**src/rtl/muldiv_pkg.sv**
```systemverilog
// Shared types for the iterative multiply/divide unit: operation encoding,
// FSM states and small operation-class predicates.
package muldiv_pkg;

  typedef enum logic [2:0] {
    OP_MULT  = 3'd0,
    OP_MULTU = 3'd1,
    OP_DIV   = 3'd2,
    OP_DIVU  = 3'd3,
    OP_MADD  = 3'd4,
    OP_MADDU = 3'd5,
    OP_MSUB  = 3'd6,
    OP_MSUBU = 3'd7
  } op_e;

  typedef enum logic [1:0] {
    IDLE = 2'd0,
    CALC = 2'd1,
    FIX  = 2'd2,
    DONE = 2'd3
  } state_e;

  function automatic logic is_signed(input op_e op);
    return (op == OP_MULT) || (op == OP_DIV) || (op == OP_MADD) || (op == OP_MSUB);
  endfunction

  function automatic logic is_div(input op_e op);
    return (op == OP_DIV) || (op == OP_DIVU);
  endfunction

  function automatic logic is_madd(input op_e op);
    return (op == OP_MADD) || (op == OP_MADDU);
  endfunction

  function automatic logic is_msub(input op_e op);
    return (op == OP_MSUB) || (op == OP_MSUBU);
  endfunction

endpackage

```
**src/rtl/muldiv_negate.sv**
```systemverilog
// Conditional two's complement: dout = neg ? -din : din.
module muldiv_negate #(
  parameter int W = 32
) (
  input  logic         neg,
  input  logic [W-1:0] din,
  output logic [W-1:0] dout
);

  assign dout = neg ? (~din + W'(1)) : din;

endmodule

```
**src/rtl/muldiv_unit.sv**
```systemverilog
// Iterative multiply/divide unit: WIDTH-cycle shift-add multiplier and
// restoring divider with MADD/MSUB accumulation into a HI/LO write packet.
module muldiv_unit
  import muldiv_pkg::*;
#(
  parameter int WIDTH = 32
) (
  input  logic             clk,
  input  logic             rst,
  input  logic             start_i,
  input  logic [2:0]       op_i,
  input  logic [WIDTH-1:0] a_i,
  input  logic [WIDTH-1:0] b_i,
  input  logic [WIDTH-1:0] hi_i,
  input  logic [WIDTH-1:0] lo_i,
  input  logic             cancel_i,
  output logic             busy_o,
  output logic             done_o,
  output logic             whilo_o,
  output logic [WIDTH-1:0] hi_o,
  output logic [WIDTH-1:0] lo_o,
  output logic [1:0]       dbg_state
);

  localparam int CW = $clog2(WIDTH + 1);

  // Handshake: a request (start_i) is taken on a rising edge only when the
  // unit is IDLE or DONE and cancel_i is low; busy_o is the not-ready
  // indication, and done_o/whilo_o form a one-cycle valid with no back-pressure.

  state_e               state, state_n;
  op_e                  op_in, op_q;
  logic                 accept;
  logic                 sign_in, sign_q;
  logic                 sa_q, sb_q, dz_q;
  logic [WIDTH-1:0]     mag_a, mag_b;
  logic [WIDTH-1:0]     opnd_q, raw_a_q;
  logic [2*WIDTH-1:0]   hilo_q, acc_q;
  logic [WIDTH:0]       rem_q;
  logic [CW-1:0]        cnt_q;

  logic [WIDTH:0]       mul_sum;
  logic [2*WIDTH-1:0]   mul_next;
  logic [WIDTH:0]       div_shift, div_rem_next;
  logic                 div_ge;
  logic [WIDTH-1:0]     div_quo_next;

  logic [2*WIDTH-1:0]   prod_fix;
  logic [WIDTH-1:0]     quo_fix, rem_fix;
  logic [2*WIDTH-1:0]   result;

  assign op_in   = op_e'(op_i);
  assign sign_in = is_signed(op_in);

  muldiv_negate #(.W(WIDTH)) u_neg_a (
    .neg  (sign_in & a_i[WIDTH-1]),
    .din  (a_i),
    .dout (mag_a)
  );

  muldiv_negate #(.W(WIDTH)) u_neg_b (
    .neg  (sign_in & b_i[WIDTH-1]),
    .din  (b_i),
    .dout (mag_b)
  );

  // ---------------- FSM ----------------
  assign accept = start_i && !cancel_i && ((state == IDLE) || (state == DONE));

  always_ff @(posedge clk) begin
    if (rst) state <= IDLE;
    else     state <= state_n;
  end

  always_comb begin
    state_n = state;
    busy_o  = 1'b0;
    done_o  = 1'b0;
    case (state)
      IDLE: if (accept) state_n = CALC;
      CALC: begin
        busy_o = 1'b1;
        if (cnt_q == CW'(1)) state_n = FIX;
      end
      FIX: begin
        busy_o  = 1'b1;
        state_n = DONE;
      end
      DONE: begin
        done_o  = 1'b1;
        state_n = accept ? CALC : IDLE;
      end
      default: state_n = IDLE;
    endcase
    if (cancel_i) state_n = IDLE;
  end

  assign whilo_o   = done_o;
  assign dbg_state = state;

  // ---------------- iteration steps ----------------
  // Multiply: acc holds {partial product, remaining multiplier bits}.
  assign mul_sum  = {1'b0, acc_q[2*WIDTH-1:WIDTH]} +
                    (acc_q[0] ? {1'b0, opnd_q} : {(WIDTH+1){1'b0}});
  assign mul_next = {mul_sum, acc_q[WIDTH-1:1]};

  // Divide: acc[WIDTH-1:0] shifts dividend bits out and quotient bits in.
  assign div_shift    = {rem_q[WIDTH-1:0], acc_q[WIDTH-1]};
  assign div_ge       = div_shift >= {1'b0, opnd_q};
  assign div_rem_next = div_ge ? (div_shift - {1'b0, opnd_q}) : div_shift;
  assign div_quo_next = {acc_q[WIDTH-2:0], div_ge};

  // ---------------- sign fix and accumulate ----------------
  muldiv_negate #(.W(2*WIDTH)) u_neg_prod (
    .neg  (sign_q & (sa_q ^ sb_q)),
    .din  (acc_q),
    .dout (prod_fix)
  );

  muldiv_negate #(.W(WIDTH)) u_neg_quo (
    .neg  (sign_q & (sa_q ^ sb_q)),
    .din  (acc_q[WIDTH-1:0]),
    .dout (quo_fix)
  );

  muldiv_negate #(.W(WIDTH)) u_neg_rem (
    .neg  (sign_q & sa_q),
    .din  (rem_q[WIDTH-1:0]),
    .dout (rem_fix)
  );

  always_comb begin
    result = prod_fix;
    if (is_div(op_q)) begin
      // Divide by zero reports the untouched dividend, not its magnitude.
      if (dz_q) result = {raw_a_q, {WIDTH{1'b1}}};
      else      result = {rem_fix, quo_fix};
    end else if (is_madd(op_q)) begin
      result = hilo_q + prod_fix;
    end else if (is_msub(op_q)) begin
      result = hilo_q - prod_fix;
    end
  end

  // ---------------- datapath registers ----------------
  always_ff @(posedge clk) begin
    if (rst) begin
      op_q    <= OP_MULT;
      sign_q  <= 1'b0;
      sa_q    <= 1'b0;
      sb_q    <= 1'b0;
      dz_q    <= 1'b0;
      opnd_q  <= '0;
      raw_a_q <= '0;
      hilo_q  <= '0;
      acc_q   <= '0;
      rem_q   <= '0;
      cnt_q   <= '0;
      hi_o    <= '0;
      lo_o    <= '0;
    end else if (accept) begin
      op_q    <= op_in;
      sign_q  <= sign_in;
      sa_q    <= a_i[WIDTH-1];
      sb_q    <= b_i[WIDTH-1];
      dz_q    <= (b_i == '0);
      raw_a_q <= a_i;
      hilo_q  <= {hi_i, lo_i};
      opnd_q  <= is_div(op_in) ? mag_b : mag_a;
      acc_q   <= is_div(op_in) ? {{WIDTH{1'b0}}, mag_a} : {{WIDTH{1'b0}}, mag_b};
      rem_q   <= '0;
      cnt_q   <= CW'(WIDTH);
    end else if (cancel_i) begin
      cnt_q <= '0;
    end else if (state == CALC) begin
      cnt_q <= cnt_q - CW'(1);
      if (is_div(op_q)) begin
        acc_q <= {acc_q[2*WIDTH-1:WIDTH], div_quo_next};
        rem_q <= div_rem_next;
      end else begin
        acc_q <= mul_next;
      end
    end else if (state == FIX) begin
      {hi_o, lo_o} <= result;
    end
  end

endmodule

```
**config.mk**
```make
export PLATFORM = sky130hd
export DESIGN_NAME = muldiv_unit
export DESIGN_NICKNAME = d
export VERILOG_FILES = /design/src/rtl/muldiv_pkg.sv /design/src/rtl/muldiv_negate.sv /design/src/rtl/muldiv_unit.sv
export SDC_FILE = /design/constraint.sdc
export NUM_CORES = 1
export LEC_CHECK = 0
export CAP_MARGIN = 20
export CORE_MARGIN = 3
export CORE_UTILIZATION = 61
export CTS_CLUSTER_SIZE = 25
export DETAILED_ROUTE_END_ITERATION = 8
export PLACE_DENSITY = 0.83
export SLEW_MARGIN = 20
export SYNTH_ARGS = -nofsm -noshare
export SYNTH_HDL_FRONTEND = slang
export SYNTH_SLANG_ARGS = --single-unit
```
**constraint.sdc**
```tcl
create_clock -name clk -period 6.5 [get_ports clk]
set_clock_uncertainty 0.1 [all_clocks]
set_input_delay 1.625 -clock clk [delete_from_list [all_inputs] [get_ports clk]]
set_output_delay 1.625 -clock clk [all_outputs]
set_load 0.01 [all_outputs]
```
==> results.toml, run 1 <==
[global_routing]
grt-busiest-layer = "met2"
antenna_found_initial = 3
grt_pass1_vias = 27400
grt_usage_pct = 42.6
grt_use_met3_pct = 12.7
grtUsageMet2_pct = 61.0
grt_remaining_overflow = 0
grt_use_met1_pct = 59.5
grt_max_degree = 155
grt_pass1_wl_um = 161000

[clock_tree]
cts_buffers = 37
post_cts_buffers = 0
clk_latency_ns = 0.58
cts_num_sinks = 301
clkTransAtPathRegs_ns = 0.06
cts_htree_levels = 2
cts_tree = "built"
cts.path.max_buffers = 3
cts-root-buf = "clkbuf_16"

[sta]
hold_viol = 0
fin_crit_sh_pct = 95.0
fin_tns_setup_ns = 0
setup_viol = 0
period_minus_slack_ns = 6.18
tightest_slew_ns = 1.17
rsz0062_at_grt = "no"
fmax_mhz = 162
slew_viol_final = 0
slew_headroom_pct = 21.8

[synthesis]
synth-main-ff-cell = "dfxtp_1"
yosysMostFrequentCell = "nand2_1"
synthArstFlopShare_pct = 0
seq_area_frac_synth_pct = 21.8
synth_mux_area_share_pct = 1.17
synth-edff-count = 0
synth_compound_area_share_pct = 30.1
synth_top_cell_area_share_pct = 21.8
syn-num-nets = 4279
synth_area_leader_cell = "dfxtp_1"
synth_top_family_by_area = "compound AO/OA/AOI/OAI gates"
synth_xor_area_share_pct = 8.68
synth-simple-area-share_pct = 22.7
ys_types = 100
synth.area.top_cells = "dfxtp_1, ha_1, a21oi_1, nand2_1, nor2_1"
yosys_warnings = 0
syn_area_per_cell_um2 = 7.02
synth_cells = 3939
synth_fa_ha_area_share_pct = 9.39
netlist_area_mm2 = 0.0276
synth_common_cells = "nand2_1, a21oi_1, nor2_1"
ys_ff_latch = 301

[worst_setup_path]
start_kind = "flop"
path_cells = "xor2_1 > nand2_1 > buf_4 > o21ai_0 > and2_1 > inv_1 > ha_1 > nand2_1 > nor2_1 > nand2_1 > a211oi_1 > nor2_1 > o41ai_1 > buf_4 > a311oi_1 > o21ai_0 > a211oi_1 > a21oi_1 > xnor2_1 > a221oi_1 > a31o_2"
crit_path_max_fanout = 9
worstPathArrival_ns = 6.60
crit_type = "flop to flop"
end_kind = "flop"
cp.required_ns = 6.92
slowest_delay_ns = 0.58
slowest_stage = "a221oi_1"
cp_common_cell = "nand2_1"

[floorplan]
initial_core_util_pct = 62.1
die-height_um = 219
dieWidth_um = 219
fp.dieArea_mm2 = 0.0479
rows = 77
core_area_mm2 = 0.0445
io_pins = 204

[placed_design]
gp_congestion = 1.05
portBuffers = 203
hpwlAfterDp_um = 79000
dpl_cell_area_mm2 = 0.0300

[detailed_routing]
drc = 0
wl_per_cell_um = 23.0
first_pass_iters = 6
vias = 30800
drtIter0Drc = 3817
routed_wl_um = 106000
ant_nets = 0
viasPerCell = 6.68

[power]
swShare_pct = 35.8
ir_drop_mv = 0.276
seq_power_share_pct = 32.1
p_clk_share_pct = 36.5
p_leak_nw = 12.5
p_per_area_mw_per_mm2 = 200
p_sw_mw = 2.24
intPower_mw = 4.01
combPwrFrac_pct = 31.4
report.power.total_mw = 6.26

[job]
cap_violations = 0

[layout]
diodes = 0
fin_area_mm2 = 0.0314
syn_to_final_growth_pct = 13.5
final_nets = 4329
drive_gt1_share_pct = 5.40

[worst_hold_path]
hp-class = "flop to flop"

[outcome]
status = "finished, final reports clean"
[path summary, 6_finish.rpt]
kind	cells after the start	slack [ns]	start	end
max	21	0.32	sa_q	lo_o[30]
min	2	0.35	opnd_q[22]	opnd_q[22]
max reg2reg	21	0.32	sa_q	lo_o[30]
min reg2reg	2	0.35	opnd_q[22]	opnd_q[22]
[cells in the final DEF (no fill, tap or decap), drive strengths merged, types with 15 or more instances in the layout]
cell and count:
o211ai 105, xor2 108, xnor2 166, o31ai 40, or4 25, a21o 73, nand2 532, buf 71
nor2b 24, a211oi 61, a221oi 27, o21a 15, o21bai 36, a22oi 21, o41ai 18, nor4 58
mux2i 21, nor3 87, a22o 17, a31oi 31, clkbuf 49, nand4 29, o21ai 236, and2 16
clkdlybuf4s50 202, inv 185, dfxtp 301, nand2b 33, nor2 408, or2 16, ha 201, a21oi 478
or3 34, nand3 72
[stage by stage]
stage / utilization, % / setup slack [ns] / instances / hold slack, ns
2_1_floorplan: - / 1.12 / 3939 / 0.331
3_3_place_gp: 67.4 / 0.547 / 4542 / 0.334
3_5_place_dp: 67.4 / 0.420 / 4542 / 0.346
4_1_cts: 70.4 / 0.372 / 4609 / 0.353
5_1_grt: 70.5 / 0.0124 / 4609 / 0.376
6_report: 70.5 / 0.323 / 4609 / 0.353
[area by class of cell]
type,count,area (µm²)
clock buffer,49,1050
clock inverter,18,273
fill,3850,13100
inverter,185,694
multi-input combinational,3191,20000
sequential,301,6030
tap,592,741
timing repair buffer,273,2570
[power by group through the flow]
stage / Sequential, mW / Clock, mW / Combinational, mW
finish: 2.01 / 2.29 / 1.97
global route: 2.01 / 2.36 / 2.11
CTS: 2.00 / 2.30 / 1.89
detailed placement: 2.04 / 0 / 1.87
global placement: 2.04 / 0 / 1.87
floorplan: 1.98 / 0 / 1.34
[sequential cells by signal (all words and copies together) (netlist names), 2 cells and up]
| signal | cells |
|---|---|
| rem_q | 32 |
| lo_o | 32 |
| op_q | 2 |
| cnt_q | 6 |
| hilo_q | 64 |
| opnd_q | 32 |
| acc_q | 64 |
| hi_o | 32 |
| dbg_state | 2 |
| raw_a_q | 31 |
[layer usage]
metal	part of all wire [%]	vias to the layer above	wire [µm]
met2	40	1984	42600
met1	41	14300	43600
met3	14	311	14300
li1	-	14200	-
met4	5.0	4	5330
met5	0.024	-	25
[timing repair]
item / 4_1_cts / 5_1_grt
gates resized for setup: 0 / 6
endpoints found under the setup margin: 0 / 4
hold buffers: 0 / 0
[kinds of logic after synthesis]
family	Yosys count
and+or+nand+nor	1382
adders and majority gates	205
buffers and inverters	447
xor gates and xnor gates	274
AOI/OAI and AO/OA	1300
DFF	301
muxes	30
[critical path, delay by kind of cell, from the launching register on]
family | cells | cell delay, ns
compound gates | 9 | 2.71
buf+inv | 3 | 0.53
flops | 1 | 0.51
simple gates | 6 | 1.26
fa+ha+maj | 1 | 0.38
xor+xnor | 2 | 0.65
(Power assumes the default switching activity.)
==> run 2, diff against run 1 <==
==> constraint.sdc (replaced) <==
create_clock -name clk -period 6.1 [get_ports clk]
set_clock_uncertainty 0.1 [all_clocks]
set_input_delay 1.525 -clock clk [delete_from_list [all_inputs] [get_ports clk]]
set_output_delay 1.525 -clock clk [all_outputs]
set_load 0.01 [all_outputs]
==> run 2 against run 1 <==
Compared with the run above: die area unchanged; highest routed layer unchanged; critical endpoint is now hi_o[31]; count of clock-buffer cells in the layout decreased by 3; total power increased by 6.7%; largest cell class unchanged; setup slack got worse by 0.054 ns; wire length increased by 0.73%; sequential share of layout area decreased by 0.31 points; first-iteration DRC count increased by 9.4%; flip-flop and latch count unchanged; worst hold slack got worse by 0.0020 ns.
==> results.toml, run 2 (synthesized netlist as in run 1, its figures left out) <==
[layout]
final_cell_mix = "nand2_1, a21oi_1, nor2_1"
diodes = 0
drive_gt1_share_pct = 7.19
final_nets = 4391
final_common_cell = "nand2_1"
syn_to_final_growth_pct = 15.4
nFillCells = 3738
largestRegisters = "acc_q (64), hilo_q (64)"

[power]
seq_power_share_pct = 31.8
combPwrFrac_pct = 32.8
intPower_mw = 4.29
p_leak_nw = 12.8
p_sw_mw = 2.38
p_per_area_mw_per_mm2 = 209
swShare_pct = 35.7
p_clk_share_pct = 35.4
ir_drop_mv = 0.285

[detailed_routing]
first_pass_iters = 8
drtIter0Drc = 4174
vias = 31100
ant_nets = 0
drc = 0
routed_wl_um = 107000
viasPerCell = 6.67
wl_per_cell_um = 22.8

[worst_setup_path]
end_kind = "flop"
start_kind = "flop"
crit_type = "flop to flop"
r2r-start = "acc_q[20]"
regToRegSetupSlack_ns = 0.27
crit_path_max_fanout = 6
reg2regPathDepth = 21
worstPathArrival_ns = 6.19
cp.required_ns = 6.46
reg2reg_to = "hi_o[31]"

[sta]
hold_viol = 0
rsz0062_at_grt = "no"
fin_tns_setup_ns = 0
period_minus_slack_ns = 5.83
slew_headroom_pct = 26.3
fin_crit_sh_pct = 95.6
fmax_mhz = 171
setup_ws_ns = 0.269
setup_viol = 0
slew_viol_final = 0
tightest_slew_ns = 1.10

[floorplan]
die-height_um = 219
rows = 77
core_area_mm2 = 0.0445
initial_core_util_pct = 62.1
io_pins = 204
dieWidth_um = 219
fp.dieArea_mm2 = 0.0479

[clock_tree]
cts_htree_levels = 2
clkTransAtPathRegs_ns = 0.06
cts_hold_buffers = 0
clk_latency_ns = 0.57
cts_tree = "built"
cts.path.max_buffers = 3
cts-root-buf = "clkbuf_16"
cts_num_sinks = 301
cts_buffers = 36

[global_routing]
grt_pass1_vias = 27700
grt_remaining_overflow = 0
grt_pass1_wl_um = 161000
antenna_found_initial = 2
grt_usage_pct = 42.7
grt_max_degree = 184

[placed_design]
portBuffers = 203
hpwlAfterDp_um = 80600
gp_congestion = 1.06
dp_slack_ns = 0.134

[job]
cap_violations = 0

[worst_hold_path]
hold_start = "lo_o[24]"
whs_path_depth = 2
hp-class = "flop to flop"
min_to = "lo_o[24]"

[outcome]
status = "finished, final reports clean"
## run 2: what timing repair did
action / 4_1_cts / 5_1_grt
gates resized for setup: 0 / 19
buffers inserted: 0 / 3
endpoints found under the setup margin: 0 / 10
## run 2: how the worst max path moves through the flow
stage               cells past startpoint       from        to
global placement                       21  acc_q[20]  hi_o[26]
detailed placement                     21  acc_q[20]  hi_o[30]
CTS                                    21  acc_q[20]  hi_o[30]
global route                           25   acc_q[5]  hi_o[26]
finish                                 21  acc_q[20]  hi_o[31]
floorplan                              21  acc_q[20]  hi_o[30]
## run 2: through the flow
step | hold WS (ns) | instances | utilization [%] | power, mW | area, µm²
after global routing | 0.368 | 4668 | 71.6 | 6.91 | 31900
after detailed placement | 0.345 | 4602 | 68.4 | 4.24 | 30500
after floorplan | 0.331 | 3939 | - | 3.54 | 27600
final | 0.351 | 4668 | 71.6 | 6.67 | 31900
after global placement | 0.336 | 4601 | 68.4 | 4.23 | 30400
after CTS | 0.351 | 4665 | 71.3 | 6.58 | 31800
## run 2: worst max-delay path, cell delays in order (launching register included)
cell and delay (ns):
dfxtp_1 0.31, or4_4 0.57, or4_1 0.43, buf_4 0.18, nor3_4 0.21, and2_1 0.21
nand2_1 0.10, o21ai_0 0.24, xor2_1 0.38, inv_1 0.15, ha_1 0.40, and3_1 0.25
nand4_1 0.18, nor2_1 0.19, nand3_1 0.13, nor4_1 0.29, o211ai_1 0.20, a31oi_2 0.30
a31oi_1 0.15, xnor2_1 0.17, mux2_2 0.35, o311ai_1 0.23
## run 2: final cells by class
class	count	area, µm²	area share [%]
clock buffers	46	1040	3.26
clock inverters	17	255	0.801
inverters	185	694	2.18
multi-input cells	3191	20100	63.0
flip-flops and latches	301	6030	18.9
well taps	592	741	2.32
repair buffers	336	3040	9.54
## run 2: power groups by stage
stage,clock [mW],sequential (mW),combinational (mW)
2_1_floorplan,0,2.11,1.43
3_3_place_gp,0,2.16,2.07
3_5_place_dp,0,2.16,2.08
4_1_cts,2.37,2.12,2.10
5_1_grt,2.45,2.13,2.34
6_report,2.36,2.12,2.19
## run 2: metal layers
layer / wire length (µm) / GRT usage, %
met5: 13 / 0
met4: 5180 / 17.6
met3: 13400 / 10.7
met2: 43600 / 62.0
met1: 44500 / 60.1
